==> config.mk <==
export PLATFORM = sky130hd
export DESIGN_NAME = active_transfer_fifo
export DESIGN_NICKNAME = d
export VERILOG_FILES = /design/src/rtl/active_transfer_fifo.sv
export SDC_FILE = /design/constraint.sdc
export NUM_CORES = 1
export LEC_CHECK = 0
export CELL_PAD_IN_SITES_DETAIL_PLACEMENT = 2
export CELL_PAD_IN_SITES_GLOBAL_PLACEMENT = 2
export CORE_MARGIN = 2
export CORE_UTILIZATION = 40
export DETAILED_ROUTE_END_ITERATION = 6
export PLACE_DENSITY_LB_ADDON = 0.1
export SLEW_MARGIN = 20
export SYNTH_ARGS = -nofsm -noshare
export SYNTH_HDL_FRONTEND = slang
export SYNTH_HIERARCHICAL = 1
export SYNTH_SLANG_ARGS = --single-unit
==> constraint.sdc <==
create_clock -name uc_clk -period 3.9 [get_ports uc_clk]
set_clock_uncertainty 0.05 [all_clocks]
set_input_delay 0.78 -clock uc_clk [delete_from_list [all_inputs] [get_ports uc_clk]]
set_output_delay 0.78 -clock uc_clk [all_outputs]
set_load 0.005 [all_outputs]
==> src/rtl/active_transfer_fifo.sv <==
// Generic show-ahead FIFO: power-of-two depth with an occupancy count.
// Latency: a pushed word appears at rd_dat one cycle after the push edge.
// Backpressure: wr_rdy is low when full. A push while full is still accepted if a pop happens in the same cycle.
module fifo #(
  parameter int DATA_W     = 8,
  parameter int DEPTH_LOG2 = 4
) (
  input  logic                  uc_clk,
  input  logic                  uc_reset,
  input  logic                  wr_vld,
  output logic                  wr_rdy,
  input  logic [DATA_W-1:0]     wr_dat,
  output logic                  rd_vld,
  input  logic                  rd_rdy,
  output logic [DATA_W-1:0]     rd_dat,
  output logic [DEPTH_LOG2:0]   count
);
  localparam int DEPTH = 1 << DEPTH_LOG2;
  localparam int CW    = DEPTH_LOG2 + 1;

  logic [DATA_W-1:0]     mem [DEPTH];
  logic [DEPTH_LOG2-1:0] wr_ptr;
  logic [DEPTH_LOG2-1:0] rd_ptr;
  logic                  wr_fire;
  logic                  rd_fire;

  assign rd_vld  = (count != '0);
  assign wr_rdy  = (count != CW'(DEPTH));
  assign rd_fire = rd_vld & rd_rdy;
  // A pop frees a slot this cycle, so a push into a full FIFO can ride along.
  assign wr_fire = wr_vld & (wr_rdy | rd_fire);
  assign rd_dat  = mem[rd_ptr];

  // Storage array: no reset, because occupancy alone decides which entries are meaningful.
  always_ff @(posedge uc_clk) begin
    if (wr_fire) mem[wr_ptr] <= wr_dat;
  end

  // Pointers wrap modulo the depth. The count only moves when exactly one side fires.
  always_ff @(posedge uc_clk or negedge uc_reset) begin
    if (!uc_reset) begin
      wr_ptr <= '0;
      rd_ptr <= '0;
      count  <= '0;
    end else begin
      if (wr_fire) wr_ptr <= wr_ptr + DEPTH_LOG2'(1);
      if (rd_fire) rd_ptr <= rd_ptr + DEPTH_LOG2'(1);
      case ({wr_fire, rd_fire})
        2'b10:   count <= count + CW'(1);
        2'b01:   count <= count - CW'(1);
        default: count <= count;
      endcase
    end
  end
endmodule

// Per-channel bus endpoint: queues TRANSFER_IN words into RX and drains TX as TRANSFER_OUT with a busy handshake.
// Latency: an RX word is on rx_data 1 cycle after the command match; a TX word is on uc_out 1 cycle after the FSM leaves idle.
// Backpressure: RX drops a word and flags rx_overflow when full with no pop; tx_ready is low while TX is full.
module active_transfer_fifo #(
  parameter int              DATA_W       = 8,
  parameter int              ADDR_W       = 3,
  parameter int              CMD_W        = 3,
  parameter int              LEN_W        = 8,
  parameter int              DEPTH_LOG2   = 4,
  parameter logic [CMD_W-1:0] IN_CMD      = 3'd1,
  parameter logic [CMD_W-1:0] OUT_CMD     = 3'd2,
  parameter int              HOLD_CYCLES  = 3,
  parameter int              BUSY_TIMEOUT = 255
) (
  input  logic                  uc_clk,
  input  logic                  uc_reset,
  input  logic [ADDR_W-1:0]     chan_addr,
  input  logic [ADDR_W-1:0]     uc_in_addr,
  input  logic [CMD_W-1:0]      uc_in_cmd,
  input  logic [DATA_W-1:0]     uc_in_data,
  input  logic                  uc_in_busy,
  output logic [DATA_W-1:0]     uc_out_data,
  output logic [CMD_W-1:0]      uc_out_cmd,
  output logic [ADDR_W-1:0]     uc_out_addr,
  output logic [LEN_W-1:0]      uc_out_length,
  output logic [DATA_W-1:0]     rx_data,
  output logic                  rx_valid,
  input  logic                  rx_ready,
  output logic [DEPTH_LOG2:0]   rx_count,
  input  logic [DATA_W-1:0]     tx_data,
  input  logic                  tx_valid,
  output logic                  tx_ready,
  output logic [DEPTH_LOG2:0]   tx_count,
  output logic                  transfer_busy,
  output logic                  rx_overflow,
  output logic                  tx_timeout,
  input  logic                  clear_errors
);
  // One counter serves both the hold window and the busy timeout, so size it for the larger of the two.
  localparam int CNT_MAX = (HOLD_CYCLES > BUSY_TIMEOUT) ? HOLD_CYCLES : BUSY_TIMEOUT;
  localparam int CNT_W   = $clog2(CNT_MAX + 1);

  typedef enum logic {RX_IDLE, RX_HOLD} rx_state_t;
  typedef enum logic [1:0] {TX_IDLE, TX_DRIVE, TX_WAIT_HI, TX_WAIT_LO} tx_state_t;

  rx_state_t        rx_state;
  rx_state_t        rx_state_nxt;
  tx_state_t        tx_state;
  tx_state_t        tx_state_nxt;
  logic [CNT_W-1:0] tx_cnt;
  logic [CNT_W-1:0] tx_cnt_nxt;

  logic              in_match;
  logic              rx_push;
  logic              rx_not_full;
  logic              rx_pop;
  logic              tx_pop;
  logic              tx_push;
  logic              tx_nonempty;
  logic [DATA_W-1:0] tx_head;
  logic              timeout_set;

  assign in_match      = (uc_in_addr == chan_addr) && (uc_in_cmd == IN_CMD);
  assign rx_pop        = rx_valid & rx_ready;
  assign tx_push       = tx_valid & tx_ready;
  assign transfer_busy = (tx_state != TX_IDLE);
  assign uc_out_length = '0;

  fifo #(.DATA_W(DATA_W), .DEPTH_LOG2(DEPTH_LOG2)) u_rx_fifo (
    .uc_clk   (uc_clk),
    .uc_reset (uc_reset),
    .wr_vld   (rx_push),
    .wr_rdy   (rx_not_full),
    .wr_dat   (uc_in_data),
    .rd_vld   (rx_valid),
    .rd_rdy   (rx_ready),
    .rd_dat   (rx_data),
    .count    (rx_count)
  );

  fifo #(.DATA_W(DATA_W), .DEPTH_LOG2(DEPTH_LOG2)) u_tx_fifo (
    .uc_clk   (uc_clk),
    .uc_reset (uc_reset),
    .wr_vld   (tx_push),
    .wr_rdy   (tx_ready),
    .wr_dat   (tx_data),
    .rd_vld   (tx_nonempty),
    .rd_rdy   (tx_pop),
    .rd_dat   (tx_head),
    .count    (tx_count)
  );

  // RX state register.
  always_ff @(posedge uc_clk or negedge uc_reset) begin
    if (!uc_reset) rx_state <= RX_IDLE;
    else           rx_state <= rx_state_nxt;
  end

  // RX next state: push once when a matching command first appears, then hold until the match drops.
  always_comb begin
    rx_state_nxt = rx_state;
    rx_push      = 1'b0;
    case (rx_state)
      RX_IDLE: begin
        if (in_match) begin
          rx_push      = 1'b1;
          rx_state_nxt = RX_HOLD;
        end
      end
      RX_HOLD: begin
        if (!in_match) rx_state_nxt = RX_IDLE;
      end
      default: rx_state_nxt = RX_IDLE;
    endcase
  end

  // RX overflow flag: sticky, and clear_errors takes priority over a new drop.
  always_ff @(posedge uc_clk or negedge uc_reset) begin
    if (!uc_reset)                             rx_overflow <= 1'b0;
    else if (clear_errors)                     rx_overflow <= 1'b0;
    else if (rx_push && !rx_not_full && !rx_pop) rx_overflow <= 1'b1;
  end

  // TX state and phase counter registers.
  always_ff @(posedge uc_clk or negedge uc_reset) begin
    if (!uc_reset) begin
      tx_state <= TX_IDLE;
      tx_cnt   <= '0;
    end else begin
      tx_state <= tx_state_nxt;
      tx_cnt   <= tx_cnt_nxt;
    end
  end

  // TX next state: drive the head for the hold window, pop it, then handshake on host busy with a timeout.
  always_comb begin
    tx_state_nxt = tx_state;
    tx_cnt_nxt   = tx_cnt + CNT_W'(1);
    tx_pop       = 1'b0;
    timeout_set  = 1'b0;
    case (tx_state)
      TX_IDLE: begin
        tx_cnt_nxt = '0;
        if (tx_nonempty && !uc_in_busy) tx_state_nxt = TX_DRIVE;
      end
      TX_DRIVE: begin
        if (tx_cnt == CNT_W'(HOLD_CYCLES - 1)) begin
          tx_pop       = 1'b1;
          tx_cnt_nxt   = '0;
          tx_state_nxt = TX_WAIT_HI;
        end
      end
      TX_WAIT_HI: begin
        if (uc_in_busy) begin
          tx_cnt_nxt   = '0;
          tx_state_nxt = TX_WAIT_LO;
        end else if (tx_cnt == CNT_W'(BUSY_TIMEOUT - 1)) begin
          timeout_set  = 1'b1;
          tx_cnt_nxt   = '0;
          tx_state_nxt = TX_IDLE;
        end
      end
      TX_WAIT_LO: begin
        tx_cnt_nxt = '0;
        if (!uc_in_busy) tx_state_nxt = TX_IDLE;
      end
      default: begin
        tx_cnt_nxt   = '0;
        tx_state_nxt = TX_IDLE;
      end
    endcase
  end

  // Bus output fields: loaded from the next state so that they line up with TX_DRIVE, and zero otherwise.
  always_ff @(posedge uc_clk or negedge uc_reset) begin
    if (!uc_reset) begin
      uc_out_data <= '0;
      uc_out_cmd  <= '0;
      uc_out_addr <= '0;
    end else if (tx_state_nxt == TX_DRIVE) begin
      uc_out_data <= tx_head;
      uc_out_cmd  <= OUT_CMD;
      uc_out_addr <= chan_addr;
    end else begin
      uc_out_data <= '0;
      uc_out_cmd  <= '0;
      uc_out_addr <= '0;
    end
  end

  // TX timeout flag: sticky, and clear_errors takes priority over a new timeout.
  always_ff @(posedge uc_clk or negedge uc_reset) begin
    if (!uc_reset)         tx_timeout <= 1'b0;
    else if (clear_errors) tx_timeout <= 1'b0;
    else if (timeout_set)  tx_timeout <= 1'b1;
  end
endmodule
== Yosys cells after proc, flatten, opt, wreduce, memory -nomap -nowiden ==
Memory sizes are Yosys's and may differ from the RTL's.
Cells that the tools add are included.
Word-level totals
  register bits: 52
  memories kept: 2
  bits in writable memories: 256
  logic and storage cells: 92
  output and inout bits: 45
Memories
  u_rx_fifo.mem: words 16, width 8, read ports 1, clocked after Yosys merged registers in 0, wr ports 1, line 21  | logic [DATA_W-1:0] mem [DEPTH];
  u_tx_fifo.mem: words 16, width 8, read ports 1, clocked after Yosys merged registers in 0, wr ports 1, line 21
Cells by class
  mux-type cells: 30
  bitwise gates (word level): 7
  reductions and logical operators: 16
  add/sub/neg operators: 9
  eq/ne operators: 14
Operators with widths (count)
  8-bit two-way mux: 4
  8-bit case mux with 3 select lines: 1
  5-bit case mux with 2 select lines: 2
  4-bit by 1-bit adder with 4-bit output (second input constant): 4
  1-bit two-way mux: 15
  2-bit two-way mux: 6
  5-bit by 1-bit adder with 5-bit output (second input constant): 2
  5-bit != test (second input constant): 2
  2-bit nonzero test: 5
  5-bit nonzero test: 2
  5-bit by 1-bit subtractor with 5-bit output (second input constant): 2
  8-bit by 1-bit adder with 8-bit output (second input constant): 1
  2-bit by 1-bit == test with 1-bit output (second input constant): 4
  2-bit == test (second input constant): 4
  8-bit by 2-bit == test with 1-bit output (second input constant): 1
  8-bit == test (second input constant): 1
  2-bit case mux with 4 select lines: 1
  1-bit bitwise AND: 5
  1-bit logical AND: 4
  3-bit by 1-bit == test with 1-bit output (second input constant): 1
  3-bit == test: 1
  1-bit logical NOT: 3
  3-bit two-way mux: 1
  2-bit logical NOT: 1
  other kinds (2): 3

== Logic depth before layout (Yosys ltp) ==
Gate-level depths: netlist (run 1).
  depth after elaboration: 8
  mapped depth: 15
  mapped depth without buffers: 14

== Modules after synthesis ==
The synthesis (run 1) kept the hierarchy.
Modules (own cells, without submodules)
  fifo: area an instance 5969.5 um2, instances 2, cells each 300
  active_transfer_fifo: area an instance 1181.1 um2, instances 1, cells each 108

== Least setup slack after synthesis (run 1) ==
OpenSTA, ideal clock, no wires.
  kind: input to register
  from: input port chan_addr[0]
  to: register u_rx_fifo.count[4]
  stages on the path: 12
  data arrival time: 3.150 ns
  setup slack: 0.573 ns
  cells stage by stage: xnor2_1 > nand3_1 > nor3_1 > clkbuf_1 > clkbuf_1 > nor2_1 > ha_1 > nor2b_1 > o21ai_0 > a21bo_2 > a21oi_1 > a311o_1
On the way
  word-level cells in the longest chain between the ends: 7
  elaborated cells on any way between the ends: 9
  those cells by class: 3 x eq/ne; 3 x mux; 1 x bitwise; 2 x reduce/logical
RTL lines
  start: declaration: line 73  | input logic [ADDR_W-1:0] chan_addr,
  3-bit == test *: line 119  | assign in_match = (uc_in_addr == chan_addr) && (uc_in_cmd == IN_CMD);
  1-bit logical AND *: line 119
  1-bit two-way mux *: line 161  | if (in_match) begin
  1-bit two-way mux *: line 159  | case (rx_state)
  named net rx_push: line 110  | logic rx_push;
  1-bit bitwise AND *: line 31  | assign wr_fire = wr_vld & (wr_rdy | rd_fire);
  2-bit by 1-bit == test with 1-bit output / 2-bit == test (equally long branches): line 48  | case ({wr_fire, rd_fire})
  5-bit case mux with 2 select lines / 2-bit nonzero test (equally long branches)
  end signal: assignment: line 49  | 2'b10: count <= count + CW'(1);
  end signal: assignment: line 50  | 2'b01: count <= count - CW'(1);
  end signal: assignment: line 51  | default: count <= count;
  end: declaration: line 16  | output logic [DEPTH_LOG2:0] count
The timed path passes the listed nets; every way through them passes the cells marked *.
A chain may end at the register's enable or synchronous reset.

== Worst setup path after layout (run 1) ==
  from: register u_rx_fifo.rd_ptr[0]
  to: output port rx_data[3]
On the way
  word-level cells in the longest chain between the ends: 1
RTL lines
  start: declaration: line 23  | logic [DEPTH_LOG2-1:0] rd_ptr;
  start signal: assignment: line 47  | if (rd_fire) rd_ptr <= rd_ptr + DEPTH_LOG2'(1);
  memory read 16 x 8 bit
  end: declaration: line 82  | output logic [DATA_W-1:0] rx_data,
Every way passes these cells.

==> results.txt, run 1 <==
Outcome -> completed
Fraction of layout instances using a drive strength above 1 -> 11.3%
Final cell count without fillers -> 1255
DR vias/cell -> 5.31
Most common cell after layout, fill and taps aside -> edfxtp_1
Clock Sinks -> 307
Clock network fraction of total power -> 30.3%
Largest cells by area after synthesis -> edfxtp_1 59%, mux4_1 12%, dfrtp_1 9.7%
Setup violators final -> 0
Buf/Inv on CP -> 2
Slew Viols, Final -> 0
FF-to-FF path depth -> 13
Avg WL per Cell -> 24.6 um
Reg-to-Reg Start -> tx_cnt[0]$_DFF_PN0_
Psw -> 2.98 mW
Insertion delay to the later sink of the worst-skew pair -> 510 ps
Synth cell types -> 55
Final #Nets -> 837
PD cells -> 673 nW/um^2
Iter 0 DRT Violations -> 325
Fillers -> 2980
Vias in the first global route -> 7521
Routed met3 length -> 814 um
Die Wd -> 185 um
Register area share after synthesis -> 68.3%
Nature of the critical path endpoint -> output pin
Routed wire length -> 30.9 mm
WP data required -> 3070 ps
CTS hold repair buffers -> 0
Met2 wire len -> 16.6 mm
Detailed Place HPWL -> 21.5 mm
Syn. warnings -> 6
Yosys top cell area share -> 58.6%
Die Area -> 34300 sq um
Worst hold path type -> primary input to async pin
Leakage power -> 5.27 nW
Buffers on Ports -> 65
Seq pwr share -> 41.9%
Pin count of the biggest net entering global routing -> 41
Critical Path Fanout Max -> 34
DR pass1 iterations -> 4
Clock Tree Root -> clkbuf_16
Most frequent cells in the layout -> 256 x edfxtp_1, 64 x clkdlybuf4s50_1, 60 x mux4_1, 50 x dfrtp_1, 36 x clkbuf_16
Period utilization -> 93.2%
Delay-heaviest family, CP -> multiplexers
Post-synth top area cell -> edfxtp_1
Layout area overhead -> 16.5%
Worst Max-Slew Pin Slew -> 865 ps
Ys async rst share -> 16.6%
Reg clk slew, reported paths -> 50 ps
Sw frac -> 29.0%
RSZ-0062 raised after global routing -> false
Relative slew margins -> 42.4%
GRT Total Usage -> 18.7%
Ant diodes -> 0
Post-synthesis register bit count -> 307
Worst setup margin -> 264 ps
Initial antenna violation count -> 0
Clock tree buffer depth -> 3
Worst reg2reg endpoint -> u_tx_fifo/count[4]$_DFFE_PN0P_
Chip Height -> 185 um
Post-synth EDFFs -> 256
Core Rows -> 66
Final hold viol count -> 0
Min Tclk post-route -> 3640 ps
TritonCTS buffer count -> 36
Area of the mapped netlist -> 13100 sq um
FMAX -> 275 MHz
Placed insts -> 1190
Logic gate share of total power -> 27.8%
Post-route ant nets -> 0
Top_reg_cell synth -> edfxtp_1
Setup CP Type -> flip-flop to output pin
Crit-path cells -> buf_12 -> mux4_1 -> mux4_2 -> clkdlybuf4s50_1
Core area -> 32500 sq um
H-tree levels -> 2
Worst slack, placed -> 238 ps
Routability cong. -> 0.820
Post-route DRC -> 0
Post-Syn Instances -> 708
Worst setup SP type -> flip-flop
Max VDD drop -> 431 uV
PostCTS Resize Cnt -> 0
Postcts setup bufs -> 0
Via Count -> 6666
First-pass GRT wire length -> 47.3 mm
Peak per-stage delay on the critical path -> 650 ps
Core Util, Final -> 47.1%
Met1 Wirelength -> 12.9 mm
Slowest CP cell -> mux4_1
Crit path DAT -> 2810 ps
R2R setup slack -> 470 ps
CTS tree -> done
Gr ovfl total -> 0
Initial Utilization -> 40.4%
Uppermost layer routed -> met4
Final setup TNS -> 0 ps
Internal power -> 7.30 mW
# IOs -> 76
Hold_ws -> 216 ps
Syn Area/Cell -> 18.5 sq um
Maxcap violations -> 0
-- routing by layer --
metal	up-vias	GRT usage [%]
met2	110	34.7
met4	0	4.48
li1	2997	-
met5	-	0
met3	51	2.73
met1	3508	23.1
-- layout make-up --
type | count | area [sq um] | share of cell area (%)
Sequential cell | 307 | 8960 | 58.6
Multi-Input combinational cell | 348 | 3850 | 25.2
Clock buffer | 52 | 1010 | 6.61
Timing Repair Buffer | 74 | 741 | 4.85
Tap cell | 442 | 553 | 3.62
Clock inverter | 13 | 97.6 | 0.638
Inverter | 19 | 71.3 | 0.467
-- state kept, by name, indices dropped and copies added (netlist names) --
name and count:
u_rx_fifo/mem 128, u_tx_fifo/mem 128, tx_cnt 8, uc_out_data 8
u_rx_fifo/count 5, u_tx_fifo/count 5, u_rx_fifo/rd_ptr 4, u_rx_fifo/wr_ptr 4
u_tx_fifo/rd_ptr 4, u_tx_fifo/wr_ptr 4, uc_out_addr 3, tx_state 2
rx_overflow 1, rx_state 1, tx_timeout 1, uc_out_cmd 1
-- synthesized netlist by cell type (4+ instances only) --
library cell and count:
edfxtp_1 256, mux4_1 60, dfrtp_1 51, and2_1 35, nand2_1 35, xnor2_1 22, a21oi_1 20, mux4_2 20
clkbuf_1 19, inv_1 19, ha_1 18, nand3_1 13, o21ai_0 13, nor2_1 11, buf_4 10, a21boi_1 7
buf_6 7, nor3_1 6, a22oi_1 5, nor2b_1 5, nor3b_1 5, a21o_1 4, and3_1 4, nand4_1 4
o221ai_1 4
-- through the flow --
| stage | power [mW] | instance area, sq um |
|---|---|---|
| after global placement | 7.15 | 14200 |
| after global routing | 10.8 | 15300 |
| after CTS | 10.5 | 15300 |
| final | 10.3 | 15300 |
| after floorplan | 6.16 | 13200 |
| after detailed placement | 7.31 | 14200 |
-- worst max path at each step --
stage / startpoint / end / slack [ps] / cells past startpoint
after detailed placement: chan_addr[0] / u_rx_fifo/mem[10][7]$_DFFE_PP_ / 240 / 8
final: u_rx_fifo/rd_ptr[0]$_DFFE_PN0N_ / rx_data[3] / 260 / 4
after floorplan: chan_addr[0] / u_rx_fifo/count[4]$_DFFE_PN0P_ / 570 / 12
after CTS: u_rx_fifo/rd_ptr[0]$_DFFE_PN0N_ / rx_data[3] / 220 / 4
after global routing: tx_cnt[0]$_DFF_PN0_ / u_tx_fifo/count[4]$_DFFE_PN0P_ / 160 / 13
after global placement: chan_addr[0] / u_rx_fifo/mem[10][1]$_DFFE_PP_ / 430 / 8
-- cell families after synthesis --
kind of cell | share of synthesized area, %
adder cells (fa/ha/maj) | 2.02
AO/OA/AOI/OAI | 4.01
other | 0.0286
XOR/XNOR | 1.60
multiplexers | 15.6
AND/OR/NAND/NOR | 5.74
buffers and inverters | 2.65
flip-flops | 68.3
-- power by group through the flow --
stage | clock [mW] | sequential, mW | combinational, mW
after floorplan | 0 | 4.14 | 2.02
after global routing | 3.34 | 4.37 | 3.13
after CTS | 3.21 | 4.32 | 2.93
after detailed placement | 0 | 4.39 | 2.92
after global placement | 0 | 4.34 | 2.80
final | 3.12 | 4.31 | 2.86
Power figures use the tool's default switching activity.
==> inputs of run 2 (changes only) <==
- CORE_MARGIN: 2 -> unset
==> run 2 against run 1 <==
Critical path depth unchanged. Die area down 2.1%. First-iteration DRC count up 18%. Global-route usage up 0.20 points. Via count down 0.29%. Worst setup slack worse by 71 ps. Combinational power up 2%. Routed wire length down 0.84%. Total power down 0.36%. Hold slack better by 170 ps.
==> results.txt, run 2 (same netlist as run 1, synthesis figures left out) <==
Initial antenna violation count -> 1
Buffers on Ports -> 65
Total power -> 10.2 mW
Clock tree buffer depth -> 3
Reg clk slew, reported paths -> 50 ps
Outcome -> completed
Core Rows -> 65
Post-route DRC -> 0
Routability cong. -> 0.767
Fillers -> 2906
Gr ovfl total -> 0
Worst setup SP type -> flip-flop
Clock Sinks -> 307
Chip Height -> 183 um
Pin count of the biggest net entering global routing -> 41
Placed insts -> 1186
Initial Utilization -> 41.2%
Relative slew margins -> 32.7%
FMAX -> 270 MHz
Final setup TNS -> 0 ps
Avg WL per Cell -> 24.5 um
H-tree levels -> 2
Most common cell after layout, fill and taps aside -> edfxtp_1
GRT Total Usage -> 18.9%
Layout area overhead -> 16.2%
CTS tree -> done
TritonCTS buffer count -> 35
Via Count -> 6647
Worst hold path type -> primary input to async pin
Clock Tree Root -> clkbuf_16
Maxcap violations -> 0
Final cell count without fillers -> 1250
Postcts setup bufs -> 0
Min Tclk post-route -> 3710 ps
Vias in the first global route -> 7369
First-pass GRT wire length -> 46.8 mm
Top Registers -> u_rx_fifo/mem: 128 flops, u_tx_fifo/mem: 128 flops
Post-route ant nets -> 0
DR vias/cell -> 5.32
Detailed Place HPWL -> 21.1 mm
Core Util, Final -> 47.8%
Fraction of layout instances using a drive strength above 1 -> 11.7%
Setup violators final -> 0
WP data required -> 3070 ps
Final hold viol count -> 0
CTS hold repair buffers -> 0
DR pass1 iterations -> 4
PostCTS Resize Cnt -> 0
Most frequent cells in the layout -> 256 x edfxtp_1, 64 x clkdlybuf4s50_1, 60 x mux4_1, 50 x dfrtp_1, 36 x clkbuf_16
Die Area -> 33500 sq um
Nature of the critical path endpoint -> output pin
Insertion delay to the later sink of the worst-skew pair -> 510 ps
Worst Max-Slew Pin Slew -> 1010 ps
Die Wd -> 183 um
Final #Nets -> 839
Iter 0 DRT Violations -> 383
Reg area -> 8960 sq um
Core area -> 31900 sq um
Max VDD drop -> 324 uV
Setup CP Type -> flip-flop to output pin
PD cells -> 672 nW/um^2
Period utilization -> 95.1%
Routed wire length -> 30.6 mm
Leakage power -> 5.26 nW
Slew Viols, Final -> 0
Multi-input gate area -> 3850 sq um
# IOs -> 76
Crit path DAT -> 2880 ps
Critical Path Fanout Max -> 34
RSZ-0062 raised after global routing -> false
run 2: cell type report:
cell class	instances	share of cell area, %
multi-input cells	348	25.2
clock buffers	47	6.18
flip-flops and latches	307	58.8
diodes	1	0.0164
repair buffers	77	4.99
well taps	435	3.57
inverters	19	0.468
clock inverters	16	0.771
run 2: path summary, 6_finish.rpt:
check                                             endpoint  slack [ps]                            start  cells past startpoint
max in group asynchronous  u_tx_fifo/wr_ptr[3]$_DFFE_PN0P_        2700                         uc_reset                      2
hold reg to reg                    rx_overflow$_DFFE_PN0P_         430               rx_state$_DFF_PN0_                      1
setup / recovery                                rx_data[0]         190  u_rx_fifo/rd_ptr[0]$_DFFE_PN0N_                      4
setup reg to reg            u_tx_fifo/count[4]$_DFFE_PN0P_         530              tx_cnt[0]$_DFF_PN0_                     13
min in group uc_clk                rx_overflow$_DFFE_PN0P_         430               rx_state$_DFF_PN0_                      1
hold / removal             u_rx_fifo/rd_ptr[2]$_DFFE_PN0N_         390                         uc_reset                      1
run 2: power breakdown:
part           internal (mW)  switching (mW)
sequential              3.90           0.408
clock                   1.77            1.26
combinational           1.55            1.37
run 2: per-stage QoR:
step | setup WS [ps] | instance area (sq um) | hold WS, ps
floorplan | 573 | 13200 | 382
global placement | 485 | 14200 | 416
detailed placement | 252 | 14200 | 424
CTS | 130 | 15200 | 436
global route | 106 | 15300 | 451
finish | 193 | 15300 | 391
run 2: critical path, stage by stage (launching register included):
cell and delay, ps:
dfrtp_1 400, buf_12 260, mux4_1 690, mux4_2 510, clkdlybuf4s50_1 480
run 2: per-layer routing:
layer | vias to the layer above | routed length [um] | track usage, %
li1 | 2993 | - | -
met1 | 3498 | 12800 | 24.2
met2 | 119 | 16500 | 34.3
met3 | 37 | 843 | 2.30
met4 | 0 | 479 | 4.70
met5 | - | 0 | 0
==> inputs of run 3 (changes only) <==
--- a/config.mk
+++ b/config.mk
@@ -11,4 +11,5 @@
 export DETAILED_ROUTE_END_ITERATION = 6
 export PLACE_DENSITY_LB_ADDON = 0.1
+export REMOVE_ABC_BUFFERS = 1
 export SLEW_MARGIN = 20
 export SYNTH_ARGS = -nofsm -noshare
--- a/constraint.sdc
+++ b/constraint.sdc
@@ -3,3 +3,3 @@
 set_input_delay 0.78 -clock uc_clk [delete_from_list [all_inputs] [get_ports uc_clk]]
 set_output_delay 0.78 -clock uc_clk [all_outputs]
-set_load 0.005 [all_outputs]
+set_load 0.1 [all_outputs]
==> run 3 against run 2 <==
Routed wire length decreased by 1.6%. Register-to-register slack about the same. Hold slack got worse by 89 ps. Largest power group is now combinational logic. Sequential share of layout area decreased by 0.36 points. Critical path type unchanged. Die area unchanged. Highest routed layer unchanged. Total power increased by 17%. Critical path depth decreased by 1. Utilization increased by 0.30 points.
==> results.txt, run 3 (same netlist as run 1, synthesis figures left out) <==
Outcome -> completed
Initial antenna violation count -> 0
Worst setup SP type -> flip-flop
Slew Viols, Final -> 0
Via Count -> 6686
CTS hold repair buffers -> 0
Layout area overhead -> 17.0%
Die Area -> 33500 sq um
Most common cell after layout, fill and taps aside -> edfxtp_1
Final setup TNS -> 0 ps
Die Wd -> 183 um
Pin count of the biggest net entering global routing -> 36
Routability cong. -> 0.820
Maxcap violations -> 0
Worst Max-Slew Pin Slew -> 1010 ps
DR pass1 iterations -> 4
Avg WL per Cell -> 24.2 um
Fraction of layout instances using a drive strength above 1 -> 13.2%
Nature of the critical path endpoint -> output pin
H-tree levels -> 2
Reg clk slew, reported paths -> 60 ps
FMAX -> 291 MHz
RSZ-0062 raised after global routing -> false
Ant diodes -> 0
Period utilization -> 88.1%
WP data required -> 3070 ps
Clock Tree Root -> clkbuf_16
Leakage power -> 5.32 nW
Relative slew margins -> 32.7%
Max VDD drop -> 450 uV
Setup violators final -> 0
Clock tree buffer depth -> 3
Chip Height -> 183 um
Detailed Place HPWL -> 20.4 mm
Core area -> 31900 sq um
Post-route DRC -> 0
Placement Cell Area -> 14200 sq um
PD cells -> 784 nW/um^2
PostCTS Resize Cnt -> 0
Final instance area -> 15300 sq um
GRT Total Usage -> 18.8%
Gr ovfl total -> 0
Postcts setup bufs -> 0
# IOs -> 76
Crit path DAT -> 2600 ps
Clock Sinks -> 307
Final #Nets -> 838
Core Rows -> 65
Setup CP Type -> flip-flop to output pin
Initial Utilization -> 41.2%
Post-route ant nets -> 0
First-pass GRT wire length -> 46.7 mm
Routed wire length -> 30.2 mm
Most frequent cells in the layout -> 256 x edfxtp_1, 60 x mux4_1, 55 x clkdlybuf4s50_1, 50 x dfrtp_1, 37 x clkbuf_16
DR vias/cell -> 5.37
CTS tree -> done
Critical Path Fanout Max -> 6
Top Registers -> u_rx_fifo/mem: 128 flops, u_tx_fifo/mem: 128 flops
Iter 0 DRT Violations -> 462
Worst hold path type -> primary input to async pin
TritonCTS buffer count -> 35
Vias in the first global route -> 7444
Fillers -> 2906
Buffers on Ports -> 65
Final hold viol count -> 0
Insertion delay to the later sink of the worst-skew pair -> 520 ps
Min Tclk post-route -> 3430 ps
==> run 3: cell types whose count changed in the layout (fill, tap and decap cells not counted), sizes merged <==
cell / previous run / this run
diode: 1 / 0
bufinv: 1 / 3
clkbuf: 47 / 44
inv: 20 / 19
clkdlybuf4s50: 64 / 55
buf: 13 / 21
==> run 3: report_power, final <==
group	leakage [nW]	switching, mW	total, mW	internal, mW
logic	1.83	2.85	4.55	1.70
clock network	0.544	1.29	3.21	1.93
registers	2.95	0.376	4.27	3.90
==> run 3: cell type report <==
| type | instances | area (sq um) | share of cell area [%] |
|---|---|---|---|
| tap | 435 | 544 | 3.55 |
| clock buffer | 44 | 952 | 6.20 |
| multi-input combinational | 348 | 3850 | 25.1 |
| inverter | 19 | 71.3 | 0.465 |
| clock inverter | 17 | 160 | 1.04 |
| sequential | 307 | 8960 | 58.4 |
| timing repair buffer | 76 | 806 | 5.25 |
==> run 3: critical path, cell delays in order (launching register included) <==
cell             delay, ps
dfrtp_1                460
nor4_4                 430
nand2_1                180
clkdlybuf4s50_1       1010
==> run 3: metal layers <==
metal / wire, um / global-route usage [%] / vias up / part of all wire (%)
li1: - / - / 2992 / -
met1: 12900 / 24.0 / 3561 / 43
met2: 15900 / 33.4 / 83 / 53
met3: 683 / 2.70 / 50 / 2.3
met4: 666 / 5.60 / 0 / 2.2
met5: 0 / 0 / - / 0
==> run 3: metrics by stage <==
stage          setup slack, ps  instances  power [mW]  hold slack (ps)  utilization (%)
2_1_floorplan             -325        674        7.44              382                -
3_3_place_gp               466       1185        8.77              412             44.6
3_5_place_dp               285       1185        8.94              438             44.6
4_1_cts                    427       1246        12.2              318             48.1
5_1_grt                    133       1246        12.5              343             48.1
6_report                   466       1246        12.0              302             48.1
==> run 3: worst paths after layout <==
path / startpoint / endpoint / slack, ps / cells past startpoint
max in group asynchronous: uc_reset / u_tx_fifo/count[3]$_DFFE_PN0P_ / 2650 / 2
min reg2reg: rx_state$_DFF_PN0_ / rx_overflow$_DFFE_PN0P_ / 440 / 1
min: uc_reset / uc_out_data[2]$_DFF_PN0_ / 300 / 1
max: u_tx_fifo/count[1]$_DFFE_PN0P_ / tx_ready / 470 / 3
min in group uc_clk: rx_state$_DFF_PN0_ / rx_overflow$_DFFE_PN0P_ / 440 / 1
max reg2reg: tx_cnt[0]$_DFF_PN0_ / u_tx_fifo/count[4]$_DFFE_PN0P_ / 520 / 13
